File: src/rtl/pipeline_hazard_controller_if.sv
// Hazard-controller bundle: hazard sources from the pipeline and the register
// enables/flushes and performance counters returned by the controller.
interface pipeline_hazard_controller_if #(
    parameter int CNT_W = 32
);
    logic [4:0]       rs1_id;
    logic [4:0]       rs2_id;
    logic             use_rs1_id;
    logic             use_rs2_id;
    logic [4:0]       rd_ex;
    logic             memread_ex;
    logic             branch_ex;
    logic             mispredict_ex;
    logic             mem_req_mem;
    logic             mem_ready;

    logic             pc_write;
    logic             pc_redirect;
    logic             if_id_write;
    logic             id_ex_write;
    logic             ex_mem_write;
    logic             if_id_flush;
    logic             id_ex_flush;
    logic             mem_wb_bubble;
    logic             halted;
    logic [CNT_W-1:0] stall_cnt;
    logic [CNT_W-1:0] flush_cnt;
    logic [CNT_W-1:0] memwait_cnt;

    // The pipeline datapath side.
    modport master (
        output rs1_id, rs2_id, use_rs1_id, use_rs2_id, rd_ex, memread_ex,
               branch_ex, mispredict_ex, mem_req_mem, mem_ready,
        input  pc_write, pc_redirect, if_id_write, id_ex_write, ex_mem_write,
               if_id_flush, id_ex_flush, mem_wb_bubble, halted,
               stall_cnt, flush_cnt, memwait_cnt
    );

    // The hazard controller side.
    modport slave (
        input  rs1_id, rs2_id, use_rs1_id, use_rs2_id, rd_ex, memread_ex,
               branch_ex, mispredict_ex, mem_req_mem, mem_ready,
        output pc_write, pc_redirect, if_id_write, id_ex_write, ex_mem_write,
               if_id_flush, id_ex_flush, mem_wb_bubble, halted,
               stall_cnt, flush_cnt, memwait_cnt
    );
endinterface

File: src/rtl/pipeline_hazard_controller.sv
// Stall/flush sequencer for the five-stage core: arbitrates memory waits,
// mispredict recovery and load-use stalls, with saturating perf counters.
module pipeline_hazard_controller #(
    parameter int MEM_TIMEOUT = 16,
    parameter int CNT_W       = 32
) (
    input logic clk,
    input logic reset,
    pipeline_hazard_controller_if.slave hz
);

    typedef enum logic [1:0] {RUN, MEM_WAIT, HALT} state_t;

    localparam logic [16:0]      WAIT_ONE    = 17'd1;
    localparam logic [16:0]      TIMEOUT_LIM = 17'(MEM_TIMEOUT);
    localparam logic [CNT_W-1:0] CNT_ONE     = {{(CNT_W-1){1'b0}}, 1'b1};
    localparam logic [CNT_W-1:0] CNT_MAX     = '1;

    state_t           state, nextState;
    logic [16:0]      waitCnt, nextWaitCnt;
    logic [CNT_W-1:0] stallCnt, flushCnt, memWaitCnt;

    logic frozen, active, mispredict, loadUseHit, redirect, loadStall, memWaitTick;

    // Hazard decode: mispredict and load-use only matter when not frozen.
    always_comb begin
        mispredict  = hz.branch_ex & hz.mispredict_ex;
        loadUseHit  = hz.memread_ex & (hz.rd_ex != 5'd0) &
                      ((hz.use_rs1_id & (hz.rs1_id == hz.rd_ex)) |
                       (hz.use_rs2_id & (hz.rs2_id == hz.rd_ex)));
        frozen      = ((state == RUN) & hz.mem_req_mem & ~hz.mem_ready) |
                      ((state == MEM_WAIT) & ~hz.mem_ready);
        active      = ((state == RUN) | (state == MEM_WAIT)) & ~frozen;
        redirect    = active & mispredict;
        loadStall   = active & ~mispredict & loadUseHit;
        memWaitTick = frozen | (state == MEM_WAIT);
    end

    always_ff @(posedge clk) begin
        if (reset) begin
            state   <= RUN;
            waitCnt <= '0;
        end else begin
            state   <= nextState;
            waitCnt <= nextWaitCnt;
        end
    end

    always_comb begin
        nextState   = state;
        nextWaitCnt = waitCnt;
        case (state)
            RUN: begin
                nextWaitCnt = '0;
                if (frozen) begin
                    nextWaitCnt = WAIT_ONE;
                    nextState   = (WAIT_ONE >= TIMEOUT_LIM) ? HALT : MEM_WAIT;
                end
            end
            MEM_WAIT: begin
                if (hz.mem_ready) begin
                    nextState   = RUN;
                    nextWaitCnt = '0;
                end else begin
                    nextWaitCnt = waitCnt + WAIT_ONE;
                    if (nextWaitCnt >= TIMEOUT_LIM) nextState = HALT;
                end
            end
            default: nextState = HALT;
        endcase
    end

    // Reset forces a full bubble so nothing advances before the first RUN cycle.
    always_comb begin
        hz.pc_write      = 1'b1;
        hz.pc_redirect   = 1'b0;
        hz.if_id_write   = 1'b1;
        hz.id_ex_write   = 1'b1;
        hz.ex_mem_write  = 1'b1;
        hz.if_id_flush   = 1'b0;
        hz.id_ex_flush   = 1'b0;
        hz.mem_wb_bubble = 1'b0;
        hz.halted        = 1'b0;
        if (reset) begin
            hz.pc_write      = 1'b0;
            hz.if_id_write   = 1'b0;
            hz.id_ex_write   = 1'b0;
            hz.ex_mem_write  = 1'b0;
            hz.if_id_flush   = 1'b1;
            hz.id_ex_flush   = 1'b1;
            hz.mem_wb_bubble = 1'b1;
        end else if (state == HALT || frozen) begin
            hz.pc_write      = 1'b0;
            hz.if_id_write   = 1'b0;
            hz.id_ex_write   = 1'b0;
            hz.ex_mem_write  = 1'b0;
            hz.mem_wb_bubble = 1'b1;
            hz.halted        = (state == HALT);
        end else if (redirect) begin
            hz.pc_redirect = 1'b1;
            hz.if_id_flush = 1'b1;
            hz.id_ex_flush = 1'b1;
        end else if (loadStall) begin
            hz.pc_write    = 1'b0;
            hz.if_id_write = 1'b0;
            hz.id_ex_flush = 1'b1;
        end
    end

    always_ff @(posedge clk) begin
        if (reset) begin
            stallCnt   <= '0;
            flushCnt   <= '0;
            memWaitCnt <= '0;
        end else begin
            if (loadStall && stallCnt != CNT_MAX)     stallCnt   <= stallCnt + CNT_ONE;
            if (redirect && flushCnt != CNT_MAX)      flushCnt   <= flushCnt + CNT_ONE;
            if (memWaitTick && memWaitCnt != CNT_MAX) memWaitCnt <= memWaitCnt + CNT_ONE;
        end
    end

    assign hz.stall_cnt   = stallCnt;
    assign hz.flush_cnt   = flushCnt;
    assign hz.memwait_cnt = memWaitCnt;

endmodule
File: src/flat_wrapper.sv
// flat-port wrapper written by rule: the top's interface ports become plain ports
module pipeline_hazard_controller_flat 
#(
    parameter int MEM_TIMEOUT = 16,
    parameter int CNT_W       = 32
)
  (clk, reset, hz_rs1_id, hz_rs2_id, hz_use_rs1_id, hz_use_rs2_id, hz_rd_ex, hz_memread_ex, hz_branch_ex, hz_mispredict_ex, hz_mem_req_mem, hz_mem_ready, hz_pc_write, hz_pc_redirect, hz_if_id_write, hz_id_ex_write, hz_ex_mem_write, hz_if_id_flush, hz_id_ex_flush, hz_mem_wb_bubble, hz_halted, hz_stall_cnt, hz_flush_cnt, hz_memwait_cnt);
  pipeline_hazard_controller_if #(.CNT_W(CNT_W)) hz_i ();
  input logic clk;
  input logic reset;
  input wire logic [$bits(hz_i.rs1_id)-1:0] hz_rs1_id;
  input wire logic [$bits(hz_i.rs2_id)-1:0] hz_rs2_id;
  input wire logic [$bits(hz_i.use_rs1_id)-1:0] hz_use_rs1_id;
  input wire logic [$bits(hz_i.use_rs2_id)-1:0] hz_use_rs2_id;
  input wire logic [$bits(hz_i.rd_ex)-1:0] hz_rd_ex;
  input wire logic [$bits(hz_i.memread_ex)-1:0] hz_memread_ex;
  input wire logic [$bits(hz_i.branch_ex)-1:0] hz_branch_ex;
  input wire logic [$bits(hz_i.mispredict_ex)-1:0] hz_mispredict_ex;
  input wire logic [$bits(hz_i.mem_req_mem)-1:0] hz_mem_req_mem;
  input wire logic [$bits(hz_i.mem_ready)-1:0] hz_mem_ready;
  output wire logic [$bits(hz_i.pc_write)-1:0] hz_pc_write;
  output wire logic [$bits(hz_i.pc_redirect)-1:0] hz_pc_redirect;
  output wire logic [$bits(hz_i.if_id_write)-1:0] hz_if_id_write;
  output wire logic [$bits(hz_i.id_ex_write)-1:0] hz_id_ex_write;
  output wire logic [$bits(hz_i.ex_mem_write)-1:0] hz_ex_mem_write;
  output wire logic [$bits(hz_i.if_id_flush)-1:0] hz_if_id_flush;
  output wire logic [$bits(hz_i.id_ex_flush)-1:0] hz_id_ex_flush;
  output wire logic [$bits(hz_i.mem_wb_bubble)-1:0] hz_mem_wb_bubble;
  output wire logic [$bits(hz_i.halted)-1:0] hz_halted;
  output wire logic [$bits(hz_i.stall_cnt)-1:0] hz_stall_cnt;
  output wire logic [$bits(hz_i.flush_cnt)-1:0] hz_flush_cnt;
  output wire logic [$bits(hz_i.memwait_cnt)-1:0] hz_memwait_cnt;
  assign hz_i.rs1_id = hz_rs1_id;
  assign hz_i.rs2_id = hz_rs2_id;
  assign hz_i.use_rs1_id = hz_use_rs1_id;
  assign hz_i.use_rs2_id = hz_use_rs2_id;
  assign hz_i.rd_ex = hz_rd_ex;
  assign hz_i.memread_ex = hz_memread_ex;
  assign hz_i.branch_ex = hz_branch_ex;
  assign hz_i.mispredict_ex = hz_mispredict_ex;
  assign hz_i.mem_req_mem = hz_mem_req_mem;
  assign hz_i.mem_ready = hz_mem_ready;
  assign hz_pc_write = hz_i.pc_write;
  assign hz_pc_redirect = hz_i.pc_redirect;
  assign hz_if_id_write = hz_i.if_id_write;
  assign hz_id_ex_write = hz_i.id_ex_write;
  assign hz_ex_mem_write = hz_i.ex_mem_write;
  assign hz_if_id_flush = hz_i.if_id_flush;
  assign hz_id_ex_flush = hz_i.id_ex_flush;
  assign hz_mem_wb_bubble = hz_i.mem_wb_bubble;
  assign hz_halted = hz_i.halted;
  assign hz_stall_cnt = hz_i.stall_cnt;
  assign hz_flush_cnt = hz_i.flush_cnt;
  assign hz_memwait_cnt = hz_i.memwait_cnt;
  pipeline_hazard_controller #(.MEM_TIMEOUT(MEM_TIMEOUT), .CNT_W(CNT_W)) u_core (.clk(clk), .reset(reset), .hz(hz_i));
endmodule
File: config.mk
export PLATFORM = sky130hd
export DESIGN_NAME = pipeline_hazard_controller_flat
export DESIGN_NICKNAME = d
export VERILOG_FILES = /design/src/rtl/pipeline_hazard_controller_if.sv /design/src/rtl/pipeline_hazard_controller.sv /design/src/flat_wrapper.sv
export SDC_FILE = /design/constraint.sdc
export NUM_CORES = 1
export LEC_CHECK = 0
export BUFFER_PORTS_ARGS = -buffer_cell sky130_fd_sc_hd__buf_2
export CAP_MARGIN = 0
export CORE_ASPECT_RATIO = 1.4
export CORE_UTILIZATION = 40
export CTS_CLUSTER_DIAMETER = 50
export CTS_CLUSTER_SIZE = 14
export DETAILED_ROUTE_END_ITERATION = 12
export GPL_ROUTABILITY_DRIVEN = 0
export PLACE_DENSITY = 0.65
export SKIP_LAST_GASP = 1
export SLEW_MARGIN = 15
export SYNTH_ARGS = -nofsm -noshare
export SYNTH_HDL_FRONTEND = slang
export SYNTH_SLANG_ARGS = --single-unit
File: constraint.sdc
create_clock -name clk -period 5 [get_ports clk]
set_input_delay 0.5 -clock clk [delete_from_list [all_inputs] [get_ports clk]]
set_output_delay 0.5 -clock clk [all_outputs]
set_load 0.01 [all_outputs]
Word level (Yosys, flattened, before mapping):

Index checks and enable logic that the tools add are counted.

* add/subtract/negate cells: 4
* equality and inequality tests: 9
* mux-type cells: 25
* order comparisons: 1
* bitwise logic cells: 19
* reduce and logical (&&, ||, !) cells: 8

Operator list (count)
* $add 32x1->32 const B: 3
* $ne 32x32->1 const B: 3
* $pmux 17 s2: 1
* $mux 1: 19
* $add 17x1->17 const B: 1
* $ge 17x5->1 const B: 1
* $mux 17: 1
* $and 1x1->1: 12
* $eq 5x5->1: 2
* $mux 2: 3
* $reduce_bool 5->1: 1
* $or 1x1->1: 4
* $pmux 2 s2: 1
* $logic_and 1x1->1: 3
* $ne 3x3->1 const B: 1
* $not 1->1: 3
* $eq 2x1->1 const B: 1
* $eq 2x2->1 const B: 1
* $logic_not 2->1: 1
* $ne 2x1->1 const B: 1
* $reduce_and 2->1: 1
* $reduce_bool 2->1: 1
* $logic_or 1x1->1: 1

* logic and storage cells: 71
* output and inout port bits: 105
* input port bits: 24
* bits in registers: 115

Logic depth before layout (Yosys ltp):

* depth after elaboration: 12
* gate-level depth with buffers: 9
* mapped depth without buffers: 7

Worst setup path after synthesis:

Ideal clock, no wire load.

* kind: in2out
* from: in hz_rd_ex[0]
* to: out hz_pc_write
* stages on the path: 5
* path slack: 2.592 ns
* path buffers: 1
* data arrival time: 1.908 ns
* required time: 4.500 ns
* cell sequence: or4_1 o211ai_1 nor2_1 a21oi_1 buf_4

* word-level cells in the longest chain between the ends: 9
* elaborated cells on any way between the ends: 13
* classes of those cells: eq/ne: 2; mux: 4; bitwise: 6; reduce/logical: 1

RTL lines
* start, declared: RTL line flat_wrapper.sv:15 `input wire logic [$bits(hz_i.rd_ex)-1:0] hz_rd_ex;`
* $eq 5x5->1 (on tied branches): RTL line pipeline_hazard_controller.sv:29, pipeline_hazard_controller.sv:30
* $and 1x1->1 (on tied branches): RTL line pipeline_hazard_controller.sv:29, pipeline_hazard_controller.sv:30
* $or 1x1->1: RTL line pipeline_hazard_controller.sv:29 `((hz.use_rs1_id & (hz.rs1_id == hz.rd_ex)) |`
* $and 1x1->1 *: RTL line pipeline_hazard_controller.sv:28 `loadUseHit = hz.memread_ex & (hz.rd_ex != 5'd0) &`
* $and 1x1->1 *: RTL line pipeline_hazard_controller.sv:35 `loadStall = active & ~mispredict & loadUseHit;`
* $mux 1 * (4 in series)
* end, declared: RTL line flat_wrapper.sv:21 `output wire logic [$bits(hz_i.pc_write)-1:0] hz_pc_write;`

Every way passes the cells marked *; elsewhere a longest branch is shown, timed or not.

Worst setup path after layout:

* from: reg u_core.state[1]
* to: reg u_core.stallCnt[17] (netlist: u_core.hz.stall_cnt[17])

* word-level cells in the longest chain between the ends: 9
* elaborated cells on any way between the ends: 12
* classes of those cells: eq/ne: 1; bitwise: 9; reduce/logical: 2

RTL lines
* start, declared: RTL line pipeline_hazard_controller.sv:19 `state_t state, nextState;`
* start signal, assigned: RTL line pipeline_hazard_controller.sv:44 `state <= nextState;`
* $logic_not 2->1: RTL line pipeline_hazard_controller.sv:31, pipeline_hazard_controller.sv:33
* $and 1x1->1 (2 in series): RTL line pipeline_hazard_controller.sv:31 `frozen = ((state == RUN) & hz.mem_req_mem & ~hz.mem_ready) |`
* $or 1x1->1: RTL line pipeline_hazard_controller.sv:31
* $not 1->1: RTL line pipeline_hazard_controller.sv:33 `active = ((state == RUN) | (state == MEM_WAIT)) & ~frozen;`
* $and 1x1->1 *: RTL line pipeline_hazard_controller.sv:33
* $and 1x1->1 * (2 in series): RTL line pipeline_hazard_controller.sv:35
* $logic_and 1x1->1 *: RTL line pipeline_hazard_controller.sv:116 `if (loadStall && stallCnt != CNT_MAX) stallCnt <= stallCnt + CNT_ONE;`
* end signal, assigned: RTL line pipeline_hazard_controller.sv:116
* end, declared: RTL line pipeline_hazard_controller.sv:21 `logic [CNT_W-1:0] stallCnt, flushCnt, memWaitCnt;`

Marked as above.
A chain may end at the register's enable or synchronous reset.

==> run metrics <==
FF-to-FF Start u_core.state[1]; global-route wire length before repair roughly 27,000 um; CTS max path bufs 2; Num CTS Buffers 17; Seq pwr share 40.7%; vias a little under 6,000; status finished clean; die area ~16,000 um2; DRC viols 0; total congestion overflow 0; Clk pwr share a little under three fifths; number of synthesized flops with an enable pin 0; maximum vdd drop 0.208 mV; die height 147 um; initial cell density of the core roughly two fifths; leading area contributor after synthesis dfxtp_1; Worst Path Max Fanout 22; WHS roughly 440 ps; P&R area growth vs syn 22.8%; Netlist cell types 60; root buf cell clkbuf_16; initial antenna violation count 2; final worst-path setup slack 1730 ps; ys flop type dfxtp_1; Final #Nets 893; WL/cell ~15 um; Startpoint Class flop; Internal between 0.0015 and 0.002 W; width of the die 106 um; Syn Inst Count between 700 and 800; RR Endpoint u_core.hz.stall_cnt[17]; I/O Buffers roughly 130; Synth Warn # 0; RSZ-0062 raised after global routing false; mean area per synthesized cell around 8 um2; Tot GR Track Use 21.6%; Post-Syn Area slightly above 6000 um2; final antenna-violating net count 0; DP Worst Slack between 1500 and 2000 ps; CTS sink cnt between 100 and 150; Ports 129; post-synth top area share roughly two fifths; Design Power between 0.002 and 0.0025 W; Final Instance Area approximately 7400 um2; final worst path period share between 60% and 70%; # hold bufs at CTS 0; Critical Path Start u_core.state[1]; Worst Clk Skew between 9 and 10 ps; Seq/Total Area, Yosys about two fifths; Hold Crit Class in2reg; WP data required about 5300 ps; post-layout min period about 3300 ps; H-Tree Level Count 4; ranking of synthesized cells by area dfxtp_1 (38%), xnor2_1 (6.2%), nor2_1 (6.1%); final setup fails 0; Worst Reg-to-Reg Cells 7; final wirelength roughly 16,000 um; crit path DAT around 3600 ps; Sw Share a little under a quarter; Pre-Repair DR Iteration Count 5; Max Cap Viol 0; 1st-iter DRT viols 250; FMAX 306 MHz; Post-DP HPWL ~11,000 um; vias in the first global route 5,511; CTS clk-pin slew, worst paths 60 ps; Critical Path End Type flop; setup_tns 0 ps; power density cells approximately 300 nW/um2; post-synthesis register bit count roughly 120; Hold Fails Final Rpt 0; layout cells sized above 1 between 10% and 20%; CTS tree done; Post-Place Cell Area between 6000 and 7000 um2; Resized cells post-CTS 0; Async S/R FF share, synth 0%; Setup Crit Path Kind reg2reg; largest net degree at the start of global routing 66; Worst slew margin a little under a quarter; Via density between 5 and 6; FF-to-FF setup slack 1730 ps; Post-Syn Nets between 700 and 800; Tightest Pin Transition roughly 1200 ps; core area 14,600 um2; Post CTS Setup Buffer Count 0; leak pwr 2.85 nW; Psw approximately 0.00052 W; diode count 0; Cell Rows 52; power share of the combinational group ~4%; final-report max-slew violation count 0; worst setup path endpoint u_core.hz.stall_cnt[17]; later-pin clock latency in the skew report about 420 ps
==> kinds of logic after synthesis <==
kind of cell / count (synthesis) / share of synthesized area [%]
AO/OA/AOI/OAI: 109 / 11.1
adder cells (fa/ha/maj): 4 / 0.830
XOR/XNOR: 78 / 11.3
buffers and inverters: 45 / 3.05
flip-flops: 115 / 38.2
multiplexers: 5 / 0.871
AND/OR/NAND/NOR: 394 / 34.7
==> cell usage in the layout, fill, tap and decap left out, drive strengths merged, types with 4 or more instances in the layout <==
master and instances:
nor4b 5, and3 19, nor3 26, nor4 18, nand3 56, xor2 35
a21oi 43, ha 4, nand3b 5, o31ai 4, or3 26, nand2 57
or4 9, xnor2 43, clkbuf 20, buf 131, nand4 46, inv 12
nor2 98, and4 9, and2 7, dfxtp 115, o21ai 35, clkinv 4
==> worst min-delay path by stage <==
stage,startpoint,to,slack [ps],depth (start not counted)
after floorplan,u_core.waitCnt[12],u_core.waitCnt[12],470,2
after global placement,u_core.hz.memwait_cnt[1],u_core.hz.memwait_cnt[1],480,2
after detailed placement,u_core.hz.stall_cnt[30],u_core.hz.stall_cnt[30],490,2
after CTS,hz_mem_req_mem,u_core.state[0],410,3
after global routing,hz_mem_req_mem,u_core.state[0],470,3
final,hz_mem_req_mem,u_core.state[0],440,3
==> cells in the mapped netlist, types with 4 or more instances <==
cell type / count
dfxtp_1: 115
nor2_1: 98
nand2_1: 56
nand3_1: 56
nand4_1: 45
a21oi_1: 43
xnor2_1: 43
xor2_1: 35
o21ai_0: 32
clkbuf_1: 29
nor3_1: 25
or3_1: 25
and3_1: 19
nor4_1: 17
inv_1: 10
and4_1: 9
or4_1: 9
and2_1: 6
nand3b_1: 5
ha_1: 4
o31ai_1: 4
==> cell type report <==
class | count | area (um2)
Clock buffer | 20 | 457
Clock inverter | 12 | 154
Fill cell | 1454 | 7170
Inverter | 10 | 37.5
Multi-Input combinational cell | 590 | 3560
Sequential cell | 115 | 2300
Tap cell | 189 | 236
Timing Repair Buffer | 131 | 666
==> sequential cells by signal, summed over array words and instances, names as in the netlist <==
register               count
u_core.waitCnt            17
u_core.hz.memwait_cnt     32
u_core.hz.flush_cnt       32
u_core.hz.stall_cnt       32
u_core.state               2
==> worst max-delay path, cell delays in order (launching register included) <==
cell and delay, ps:
dfxtp_1 460, inv_1 460, o211ai_1 250, nor2_1 350
nand3_1 590, buf_4 400, nor4_1 300, mux2_1 350
==> per-layer routing <==
metal  wire length, um  GRT usage (%)
met2              7870           35.9
met4               371           9.24
met3               986           7.10
met5                23              0
met1              7080           25.4
==> power groups by stage <==
stage          Clock (W)  Combinational, W  Sequential, W
6_report         0.00126         0.0000900       0.000928
3_5_place_dp           0         0.0000909       0.000948
5_1_grt          0.00132          0.000101       0.000929
3_3_place_gp           0         0.0000898       0.000948
2_1_floorplan          0         0.0000583       0.000946
4_1_cts          0.00128         0.0000911       0.000928
==> stage by stage <==
stage                     util, %  cells
final                        50.8   1067
after global routing         50.8   1067
after CTS                    50.8   1067
after detailed placement     46.6   1035
after global placement       46.6   1035
after floorplan                 -    750
Power figures use the tool's default switching activity.
